--- config.mk ---
export PLATFORM = sky130hd
export DESIGN_NAME = jk_register_controller
export DESIGN_NICKNAME = d
export VERILOG_FILES = /design/src/rtl/jk_register_controller.sv
export SDC_FILE = /design/constraint.sdc
export NUM_CORES = 1
export LEC_CHECK = 0
export CELL_PAD_IN_SITES_DETAIL_PLACEMENT = 2
export CELL_PAD_IN_SITES_GLOBAL_PLACEMENT = 2
export CORE_MARGIN = 1
export CORE_UTILIZATION = 32
export CTS_CLUSTER_DIAMETER = 100
export DETAILED_ROUTE_END_ITERATION = 16
export PLACE_DENSITY = 0.88
export SYNTH_ARGS = -nofsm -noshare
export SYNTH_HDL_FRONTEND = slang
export SYNTH_SLANG_ARGS = --single-unit
--- constraint.sdc ---
create_clock -name clk -period 4.1 [get_ports clk]
set_clock_uncertainty 0.05 [all_clocks]
set_input_delay 0.41 -clock clk [delete_from_list [all_inputs] [get_ports clk]]
set_output_delay 0.41 -clock clk [all_outputs]
set_load 0.05 [all_outputs]
--- src/rtl/jk_register_controller.sv ---
// Command sequencer that drives the per-bit J/K inputs of a WIDTH-bit JK register bank.
// One command is accepted per IDLE cycle. Multi-step ops run in EXEC, then DONE pulses.
module jk_register_controller #(
    parameter int WIDTH = 4,
    parameter int CNT_W = 4
) (
    input  logic             clk,
    input  logic             reset_async,
    input  logic             cmd_valid,
    output logic             cmd_ready,
    input  logic [2:0]       cmd_op,
    input  logic [WIDTH-1:0] cmd_data,
    input  logic [CNT_W-1:0] cmd_len,
    output logic [WIDTH-1:0] J,
    output logic [WIDTH-1:0] K,
    output logic [WIDTH-1:0] Q,
    output logic             busy,
    output logic             done
);

    typedef enum logic [1:0] {
        IDLE,
        EXEC,
        DONE
    } state_e;

    typedef enum logic [2:0] {
        OP_NOP        = 3'b000,
        OP_CLEAR      = 3'b001,
        OP_SET        = 3'b010,
        OP_COMPLEMENT = 3'b011,
        OP_LOAD       = 3'b100,
        OP_COUNT_UP   = 3'b101,
        OP_COUNT_DOWN = 3'b110,
        OP_SHIFT_LEFT = 3'b111
    } op_e;

    state_e             state_q;
    op_e                op_q;
    logic [WIDTH-1:0]   data_q;
    logic [CNT_W-1:0]   rem_q;
    logic [WIDTH-1:0]   q_q;
    logic [WIDTH-1:0]   q_d;
    logic               done_q;
    logic               busy_q;
    logic               ready_q;
    logic [WIDTH-1:0]   jDrive;
    logic [WIDTH-1:0]   kDrive;
    logic [WIDTH-1:0]   upToggle;
    logic [WIDTH-1:0]   downToggle;
    logic [WIDTH-1:0]   shifted;
    op_e                cmdOp;
    logic               isStepOp;

    assign cmdOp    = op_e'(cmd_op);
    assign isStepOp = (cmdOp == OP_COUNT_UP) || (cmdOp == OP_COUNT_DOWN) ||
                      (cmdOp == OP_SHIFT_LEFT);

    // Bit i toggles when all lower bits are 1 (up) or all are 0 (down).
    always_comb begin
        logic upAcc;
        logic downAcc;
        upAcc      = 1'b1;
        downAcc    = 1'b1;
        upToggle   = '0;
        downToggle = '0;
        for (int i = 0; i < WIDTH; i++) begin
            upToggle[i]   = upAcc;
            downToggle[i] = downAcc;
            upAcc         = upAcc & q_q[i];
            downAcc       = downAcc & ~q_q[i];
        end
    end

    assign shifted = {q_q[WIDTH-2:0], 1'b0};

    always_comb begin
        jDrive = '0;
        kDrive = '0;
        if (state_q == EXEC) begin
            case (op_q)
                OP_CLEAR: begin
                    jDrive = '0;
                    kDrive = '1;
                end
                OP_SET: begin
                    jDrive = '1;
                    kDrive = '0;
                end
                OP_COMPLEMENT: begin
                    jDrive = '1;
                    kDrive = '1;
                end
                OP_LOAD: begin
                    jDrive = data_q;
                    kDrive = ~data_q;
                end
                OP_COUNT_UP: begin
                    jDrive = upToggle;
                    kDrive = upToggle;
                end
                OP_COUNT_DOWN: begin
                    jDrive = downToggle;
                    kDrive = downToggle;
                end
                OP_SHIFT_LEFT: begin
                    jDrive = shifted;
                    kDrive = ~shifted;
                end
                default: begin
                    jDrive = '0;
                    kDrive = '0;
                end
            endcase
        end
    end

    assign q_d = (jDrive & ~q_q) | (~kDrive & q_q);

    always_ff @(posedge clk or posedge reset_async) begin
        if (reset_async) begin
            q_q <= '0;
        end else begin
            q_q <= q_d;
        end
    end

    always_ff @(posedge clk or posedge reset_async) begin
        if (reset_async) begin
            state_q <= IDLE;
            op_q    <= OP_NOP;
            data_q  <= '0;
            rem_q   <= '0;
            done_q  <= 1'b0;
            busy_q  <= 1'b0;
            ready_q <= 1'b1;
        end else begin
            case (state_q)
                IDLE: begin
                    if (cmd_valid) begin
                        op_q    <= cmdOp;
                        data_q  <= cmd_data;
                        busy_q  <= 1'b1;
                        ready_q <= 1'b0;
                        if (cmdOp == OP_NOP || (isStepOp && cmd_len == '0)) begin
                            rem_q   <= cmd_len;
                            state_q <= DONE;
                            done_q  <= 1'b1;
                        end else begin
                            rem_q   <= isStepOp ? cmd_len : CNT_W'(1);
                            state_q <= EXEC;
                        end
                    end
                end
                EXEC: begin
                    rem_q <= rem_q - CNT_W'(1);
                    if (rem_q == CNT_W'(1)) begin
                        state_q <= DONE;
                        done_q  <= 1'b1;
                    end
                end
                DONE: begin
                    state_q <= IDLE;
                    done_q  <= 1'b0;
                    busy_q  <= 1'b0;
                    ready_q <= 1'b1;
                end
                default: begin
                    state_q <= IDLE;
                    done_q  <= 1'b0;
                    busy_q  <= 1'b0;
                    ready_q <= 1'b1;
                end
            endcase
        end
    end

    assign J         = jDrive;
    assign K         = kDrive;
    assign Q         = q_q;
    assign busy      = busy_q;
    assign done      = done_q;
    assign cmd_ready = ready_q;

endmodule

==> load_flow_metrics.sql, run 1 <==
INSERT INTO impl_metrics (metric_group, metric, value, unit) VALUES
('global_route', 'grt_first_pass_wirelength', '6270', 'µm'),
('floorplan', 'std_cell_rows', '22', ''),
('timing', 'timing.final.crit_period', '3320', 'ps'),
('global_route', 'grt_start_max_net_pins', '24', ''),
('logic_synthesis', 'post_synth_and_or_nand_nor_area_fraction', '18.6', '%'),
('global_route', 'first_global_vias', '1265', ''),
('clock_network', 'path_clk_slew', '80', 'ps'),
('logic_synthesis', 'synth.mux.area_fraction', '7.84', '%'),
('timing', 'maxSlewViolCount', '0', ''),
('floorplan', 'floorplan.die.width', '64.4', 'µm'),
('worst_setup_path', 'timing.reg2reg.worst_path_depth', '4', ''),
('clock_network', 'cts_inserted_buffers', '3', ''),
('timing', 'holdWs', '434', 'ps'),
('outcome', 'outcome', 'complete, no violations', ''),
('logic_synthesis', 'synthMostInstantiatedCell', 'sky130_fd_sc_hd__dfrtp_1', ''),
('drt', 'avgViaCountPerCell', '5.53', ''),
('logic_synthesis', 'ys_warn_count', '0', ''),
('logic_synthesis', 'sequential_fraction_of_the_synthesis_area', '40.3', '%'),
('cells_and_area', 'multi_input_area', '661', 'µm²'),
('cells_and_area', 'design.final.nets', '176', ''),
('logic_synthesis', 'synth_fp_nets', '152', ''),
('logic_synthesis', 'syn-cell-area', '1240', 'µm²'),
('logic_synthesis', 'post_synth_inst_count', '136', ''),
('worst_setup_path', 'critPathMaxStageDelay', '850', 'ps'),
('worst_setup_path', 'timing.critical_path.cells', 'or3b_1, o32a_1, a31oi_1, clkdlybuf4s50_1', ''),
('timing', 'timing.slew.headroom', '46.9', '%'),
('logic_synthesis', 'post_synth_fa_ha_maj_area_fraction', '2.01', '%'),
('timing', 'fin_crit_sh', '80.9', '%'),
('power_and_ir_drop', 'power', '1.55', 'mW'),
('logic_synthesis', 'synth-xor-area-share', '0', '%'),
('worst_setup_path', 'worstPathMaxFanout', '23', ''),
('floorplan', 'die_area', '4140', 'µm²'),
('worst_setup_path', 'largest_delay_share_family_worst_path', 'buffers and inverters', ''),
('timing', 'fmax', '301', 'MHz'),
('worst_setup_path', 'endpoint_kind', 'output port', ''),
('timing', 'tightest_pin_transition', '796', 'ps'),
('timing', 'rsz0062_at_grt', 'no', ''),
('clock_network', 'clockBufferDepth', '2', ''),
('logic_synthesis', 'netlist.top_cell.by_area', 'sky130_fd_sc_hd__dfrtp_1', ''),
('clock_network', 'tritoncts', 'built', ''),
('min_path', 'worst_hold_path.num_cells', '1', ''),
('worst_setup_path', 'timing.critical_path.from_type', 'flop', ''),
('drt', 'final_antenna_net_count', '0', ''),
('place', 'io_buffers', '28', ''),
('clock_network', 'root_buffer', 'sky130_fd_sc_hd__clkbuf_8', ''),
('floorplan', 'floorplan.initialDensity', '33.8', '%'),
('logic_synthesis', 'count_of_flip_flops_with_a_built_in_enable_after_synthesis', '0', ''),
('clock_network', 'number_of_levels_in_the_clock_h_tree', '1', ''),
('worst_setup_path', 'crit_type', 'reg2out', ''),
('timing', 'timing.final.setup_violations', '0', ''),
('logic_synthesis', 'leading_register_cell_type_out_of_synthesis', 'sky130_fd_sc_hd__dfrtp_1', ''),
('power_and_ir_drop', 'leakage_power', '0.662', 'nW'),
('drt', 'post_drt_wl_per_cell', '17.9', 'µm'),
('cells_and_area', 'finish.utilization', '43.4', '%'),
('logic_synthesis', 'synth_seq_cells', '20', ''),
('cells_and_area', 'filler_cell_count', '425', ''),
('global_route', 'antenna_found_initial', '0', ''),
('place', 'place.detailed.hpwl', '2630', 'µm'),
('drt', 'drt_drc_violations_left', '0', ''),
('power_and_ir_drop', 'max-vdd-ir-drop', '0.335', 'mV'),
('logic_synthesis', 'dominant_combinational_cell_family_by_area_after_synthesis', 'compound AO/OA/AOI/OAI gates', ''),
('drt', 'detail_route.wirelength', '3700', 'µm'),
('logic_synthesis', 'netlist_top_cells_area', 'sky130_fd_sc_hd__dfrtp_1, sky130_fd_sc_hd__mux2_1, sky130_fd_sc_hd__a21oi_1, sky130_fd_sc_hd__nor2_1, sky130_fd_sc_hd__o21ai_1', ''),
('clock_network', 'numClockSinks', '20', ''),
('logic_synthesis', 'compound_gate_fraction_of_synth_area', '24.6', '%'),
('cells_and_area', 'layout.cells.non_filler', '207', ''),
('drt', 'num_vias', '1145', ''),
('floorplan', 'chipHeight', '64.4', 'µm'),
('worst_setup_path', 'worst_ep_arrival_time', '2860', 'ps'),
('cells_and_area', 'drive_above_1_share', '6.92', '%'),
('clock_network', 'postCtsSetupRepairBufs', '0', '');
[power by group]
group | internal (mW) | leakage, nW | total, mW | switching [mW]
logic | 0.364 | 0.397 | 0.911 | 0.547
clock network | 0.0856 | 0.0288 | 0.157 | 0.0713
registers | 0.299 | 0.236 | 0.484 | 0.184
[layout make-up]
class                   instances  share of cell area, %
inverters                       9                   2.11
clock buffers                   4                   3.44
repair buffers                 29                   18.0
multi-input cells              97                   41.3
flip-flops and latches         20                   31.4
well taps                      48                   3.76
[path summary, 6_finish.rpt]
check	start	to	slack [ps]
worst max-delay path	op_q[1]	K[3]	780
worst min-delay path	busy	busy	430
max in group asynchronous	reset_async	rem_q[0]	2960
worst min register to register	busy	busy	430
min in group asynchronous	reset_async	data_q[1]	540
worst max register to register	op_q[1]	Q[3]	2060
[metal layers]
layer / part of all wire [%] / wire, µm / global-route usage [%]
met1: 44 / 1610 / 22.2
met2: 51 / 1900 / 37.1
met5: 0 / 0 / 0
met4: 2.2 / 82 / 6.11
met3: 2.8 / 104 / 3.57
[cells by family after synthesis]
kind of cell	after synthesis
AO/OA/AOI/OAI	45
adder cells (fa/ha/maj)	2
buffers and inverters	19
flip-flops	20
multiplexers	9
AND/OR/NAND/NOR	41
[sequential cells by signal (all words and copies together) (netlist names)]
signal     flops
done           1
cmd_ready      1
Q              4
busy           1
state_q        2
rem_q          4
op_q           3
data_q         4
[metrics by stage]
step / area (µm²) / setup slack (ps)
after floorplan: 1240 / 1420
after global placement: 1540 / 1240
after detailed placement: 1540 / 1130
after CTS: 1600 / 818
after global routing: 1600 / 689
final: 1600 / 782
[placed cells by master, fill, tap and decap left out, types with 3 or more instances in the layout]
master,n
sky130_fd_sc_hd__clkdlybuf4s50_1,28
sky130_fd_sc_hd__dfrtp_1,19
sky130_fd_sc_hd__nor2_1,10
sky130_fd_sc_hd__a21oi_1,9
sky130_fd_sc_hd__inv_1,9
sky130_fd_sc_hd__o21ai_1,7
sky130_fd_sc_hd__mux2_1,6
sky130_fd_sc_hd__nand2b_1,5
sky130_fd_sc_hd__nor2b_1,5
sky130_fd_sc_hd__a21o_1,4
sky130_fd_sc_hd__nand2_1,4
sky130_fd_sc_hd__o21ai_0,4
sky130_fd_sc_hd__clkbuf_8,4
sky130_fd_sc_hd__o21a_1,3
sky130_fd_sc_hd__nor3_1,3
sky130_fd_sc_hd__mux2i_1,3
Power figures use the tool's default switching activity.
==> inputs of run 2 (changes only) <==
--- a/config.mk
+++ b/config.mk
@@ -8,10 +8,10 @@
 export CELL_PAD_IN_SITES_DETAIL_PLACEMENT = 2
 export CELL_PAD_IN_SITES_GLOBAL_PLACEMENT = 2
 export CORE_MARGIN = 1
-export CORE_UTILIZATION = 32
+export CORE_UTILIZATION = 26
 export CTS_CLUSTER_DIAMETER = 100
 export DETAILED_ROUTE_END_ITERATION = 16
-export PLACE_DENSITY = 0.88
+export PLACE_DENSITY = 0.77
 export SYNTH_ARGS = -nofsm -noshare
 export SYNTH_HDL_FRONTEND = slang
 export SYNTH_SLANG_ARGS = --single-unit
==> constraint.sdc (replaced) <==
create_clock -name clk -period 2.9 [get_ports clk]
set_clock_uncertainty 0.05 [all_clocks]
set_input_delay 0.29 -clock clk [delete_from_list [all_inputs] [get_ports clk]]
set_output_delay 0.29 -clock clk [all_outputs]
set_load 0.05 [all_outputs]
==> load_flow_metrics.sql, run 2 (same netlist as run 1, synthesis figures left out) <==
INSERT INTO impl_metrics (metric_group, metric, value, unit) VALUES
('clock_network', 'postCtsSetupRepairBufs', '0', ''),
('cells_and_area', 'diodes', '0', ''),
('timing', 'hold_viol_final', '0', ''),
('clock_network', 'cts_inserted_buffers', '3', ''),
('worst_setup_path', 'endpoint_kind', 'output port', ''),
('timing', 'fin_crit_sh', '94.0', '%'),
('job', 'maxCapViolations', '0', ''),
('worst_setup_path', 'reg2reg_slack', '1080', 'ps'),
('floorplan', 'floorplan.die.width', '71.2', 'µm'),
('clock_network', 'tritoncts', 'built', ''),
('floorplan', 'std_cell_rows', '24', ''),
('global_route', 'grtUsageTotal', '15.3', '%'),
('clock_network', 'number_of_levels_in_the_clock_h_tree', '1', ''),
('worst_setup_path', 'rr_endpoint', 'Q[3]', ''),
('drt', 'num_vias', '1145', ''),
('worst_setup_path', 'crit_type', 'reg2out', ''),
('min_path', 'holdCritPathClass', 'in2async', ''),
('drt', 'avgViaCountPerCell', '5.33', ''),
('clock_network', 'path_clk_slew', '80', 'ps'),
('drt', 'drt_drc_violations_left', '4', ''),
('floorplan', 'core_region_area', '4470', 'µm²'),
('floorplan', 'chipHeight', '71.2', 'µm'),
('global_route', 'antenna_found_initial', '0', ''),
('worst_setup_path', 'worst_path_required_time', '2560', 'ps'),
('cells_and_area', 'design.final.nets', '180', ''),
('cells_and_area', 'drive_above_1_share', '12.3', '%'),
('timing', 'timing.final.setup_violations', '0', ''),
('timing', 'maxSlewViolCount', '0', ''),
('global_route', 'grt-ovfl-total', '0', ''),
('worst_setup_path', 'crit_path_top_delay_cell', 'sky130_fd_sc_hd__clkdlybuf4s50_1', ''),
('timing', 'rsz0062_at_grt', 'no', ''),
('power_and_ir_drop', 'intPower', '1.16', 'mW'),
('timing', 'tightest_pin_transition', '812', 'ps'),
('timing', 'holdWs', '426', 'ps'),
('clock_network', 'clockBufferDepth', '2', ''),
('place', 'dpl_cell_area', '1570', 'µm²'),
('worst_setup_path', 'worstPathMaxFanout', '23', ''),
('cells_and_area', 'highest_count_cells_in_the_layout_ignoring_fill_and_taps', 'sky130_fd_sc_hd__clkdlybuf4s50_1, sky130_fd_sc_hd__dfrtp_1, sky130_fd_sc_hd__nor2_1', ''),
('worst_setup_path', 'timing.critical_path.from_type', 'flop', ''),
('floorplan', 'top_level_ports', '29', ''),
('power_and_ir_drop', 'power', '2.29', 'mW'),
('worst_setup_path', 'worst_ep_arrival_time', '2390', 'ps'),
('timing', 'finalSetupTns', '0', 'ps'),
('worst_setup_path', 'cp-startpoint', 'op_q[1]', ''),
('worst_setup_path', 'timing.reg2reg.worst_path_depth', '4', ''),
('power_and_ir_drop', 'power.density_cell_area', '1380', 'nW/µm²'),
('clock_network', 'postCtsHoldBufs', '0', ''),
('power_and_ir_drop', 'power.share.switching', '49.4', '%'),
('clock_network', 'numClockSinks', '20', ''),
('power_and_ir_drop', 'leakage_power', '0.705', 'nW'),
('outcome', 'failing_checks', 'design-rule violations', ''),
('timing', 'timing.slew.headroom', '45.8', '%'),
('power_and_ir_drop', 'switching_power', '1.13', 'mW'),
('power_and_ir_drop', 'power.combinational.fraction', '59.3', '%'),
('drt', 'final_antenna_net_count', '0', ''),
('power_and_ir_drop', 'max-vdd-ir-drop', '0.383', 'mV'),
('place', 'routabilityCongestion', '0.748', ''),
('cells_and_area', 'final_instance_area', '1650', 'µm²'),
('global_route', 'first_global_vias', '1215', ''),
('cells_and_area', 'layout_commonest_cell', 'sky130_fd_sc_hd__clkdlybuf4s50_1', ''),
('clock_network', 'clock_insertion_delay_worst_skew', '270', 'ps'),
('clock_network', 'root_buffer', 'sky130_fd_sc_hd__clkbuf_8', ''),
('global_route', 'grt_start_max_net_pins', '24', ''),
('place', 'io_buffers', '28', ''),
('timing', 'fmax', '367', 'MHz'),
('drt', 'firstDrtPassIters', '10', ''),
('floorplan', 'die_area', '5070', 'µm²'),
('drt', 'drt_first_iter_violations', '71', ''),
('drt', 'post_drt_wl_per_cell', '16.5', 'µm'),
('drt', 'detail_route.wirelength', '3550', 'µm'),
('timing', 'timing.final.crit_period', '2730', 'ps'),
('power_and_ir_drop', 'power.clock.fraction', '12.6', '%'),
('place', 'place.detailed.hpwl', '2750', 'µm'),
('worst_setup_path', 'cp-endpoint', 'J[2]', ''),
('global_route', 'grt_first_pass_wirelength', '6020', 'µm'),
('worst_setup_path', 'beginning_of_the_worst_register_to_register_path', 'op_q[1]', ''),
('worst_setup_path', 'critPathMaxStageDelay', '790', 'ps'),
('cells_and_area', 'areaGrowthSynthToFinish', '32.8', '%'),
('outcome', 'outcome', 'finished with violations', ''),
('power_and_ir_drop', 'seq_power_share', '28.1', '%'),
('floorplan', 'floorplan.initialDensity', '27.8', '%'),
('cells_and_area', 'finish.utilization', '36.9', '%'),
('worst_setup_path', 'timing.critical_path.cells', 'or3b_1, a21oi_1, o21bai_1, inv_1, clkdlybuf4s50_1', '');
[run 2: cell types whose count changed in the layout (fill, tap and decap cells not counted)]
cell	delta
sky130_fd_sc_hd__buf_4	+6
sky130_fd_sc_hd__bufinv_16	+1
sky130_fd_sc_hd__clkbuf_8	-1
sky130_fd_sc_hd__clkdlybuf4s50_1	-3
sky130_fd_sc_hd__dfrtp_1	-2
sky130_fd_sc_hd__dfrtp_2	+2
sky130_fd_sc_hd__dlymetal6s2s_1	+1
sky130_fd_sc_hd__nor2b_1	-1
sky130_fd_sc_hd__nor2b_2	+1
[run 2: critical path: cells and delay by family (launching register included)]
kind            cells  cell delay [ps]
simple gates        1              420
compound gates      2              270
buf+inv             2              850
flops               1              580
[run 2: repair_timing]
item / 4_1_cts / 5_1_grt
gates resized for setup: 1 / 3
cloned: 0 / 0
endpoints found under the setup margin: 1 / 4
[run 2: cell type report]
type	count	area, µm²
sequential	20	504
inverter	9	33.8
tap	52	65.1
timing repair buffer	33	315
clock inverter	1	30.0
multi-input combinational	97	663
fill	503	2820
clock buffer	3	41.3
[run 2: worst min path at each step]
stage | startpoint | to | slack (ps) | depth (start not counted)
after global placement | Q[3] | Q[3] | 410 | 1
after detailed placement | Q[3] | Q[3] | 420 | 1
final | reset_async | data_q[3] | 430 | 2
after floorplan | reset_async | Q[0] | 200 | 1
after CTS | Q[3] | Q[3] | 430 | 1
after global routing | Q[3] | Q[3] | 440 | 1
[run 2: routing by layer]
metal | vias to the layer above | share of wire [%] | global-route usage (%)
met3 | 5 | 3.2 | 2.14
met5 | - | 0 | 0
met4 | 0 | 1.3 | 4.67
li1 | 542 | - | -
met2 | 25 | 51 | 26.9
met1 | 573 | 45 | 19.5
[run 2: power by group through the flow]
stage               registers, mW  logic (mW)  clock network [mW]
finish                      0.644        1.36               0.288
global route                0.678        1.47               0.309
CTS                         0.644        1.37               0.299
detailed placement          0.648        1.37                   0
global placement            0.632        1.32                   0
floorplan                   0.697       0.878                   0
[run 2: stage by stage]
| stage | instances | worst slack, ps |
|---|---|---|
| 2_1_floorplan | 136 | 294 |
| 3_3_place_gp | 211 | 396 |
| 3_5_place_dp | 211 | 315 |
| 4_1_cts | 215 | 24.7 |
| 5_1_grt | 215 | 26.8 |
| 6_report | 215 | 175 |
==> inputs of run 3 (changes only) <==
--- a/config.mk
+++ b/config.mk
@@ -7,7 +7,6 @@
 export LEC_CHECK = 0
 export CELL_PAD_IN_SITES_DETAIL_PLACEMENT = 2
 export CELL_PAD_IN_SITES_GLOBAL_PLACEMENT = 2
-export CORE_MARGIN = 1
 export CORE_UTILIZATION = 26
 export CTS_CLUSTER_DIAMETER = 100
 export DETAILED_ROUTE_END_ITERATION = 16
==> results of run 3 <==
The final DEF is identical to that of run 2; final timing and power are the same.
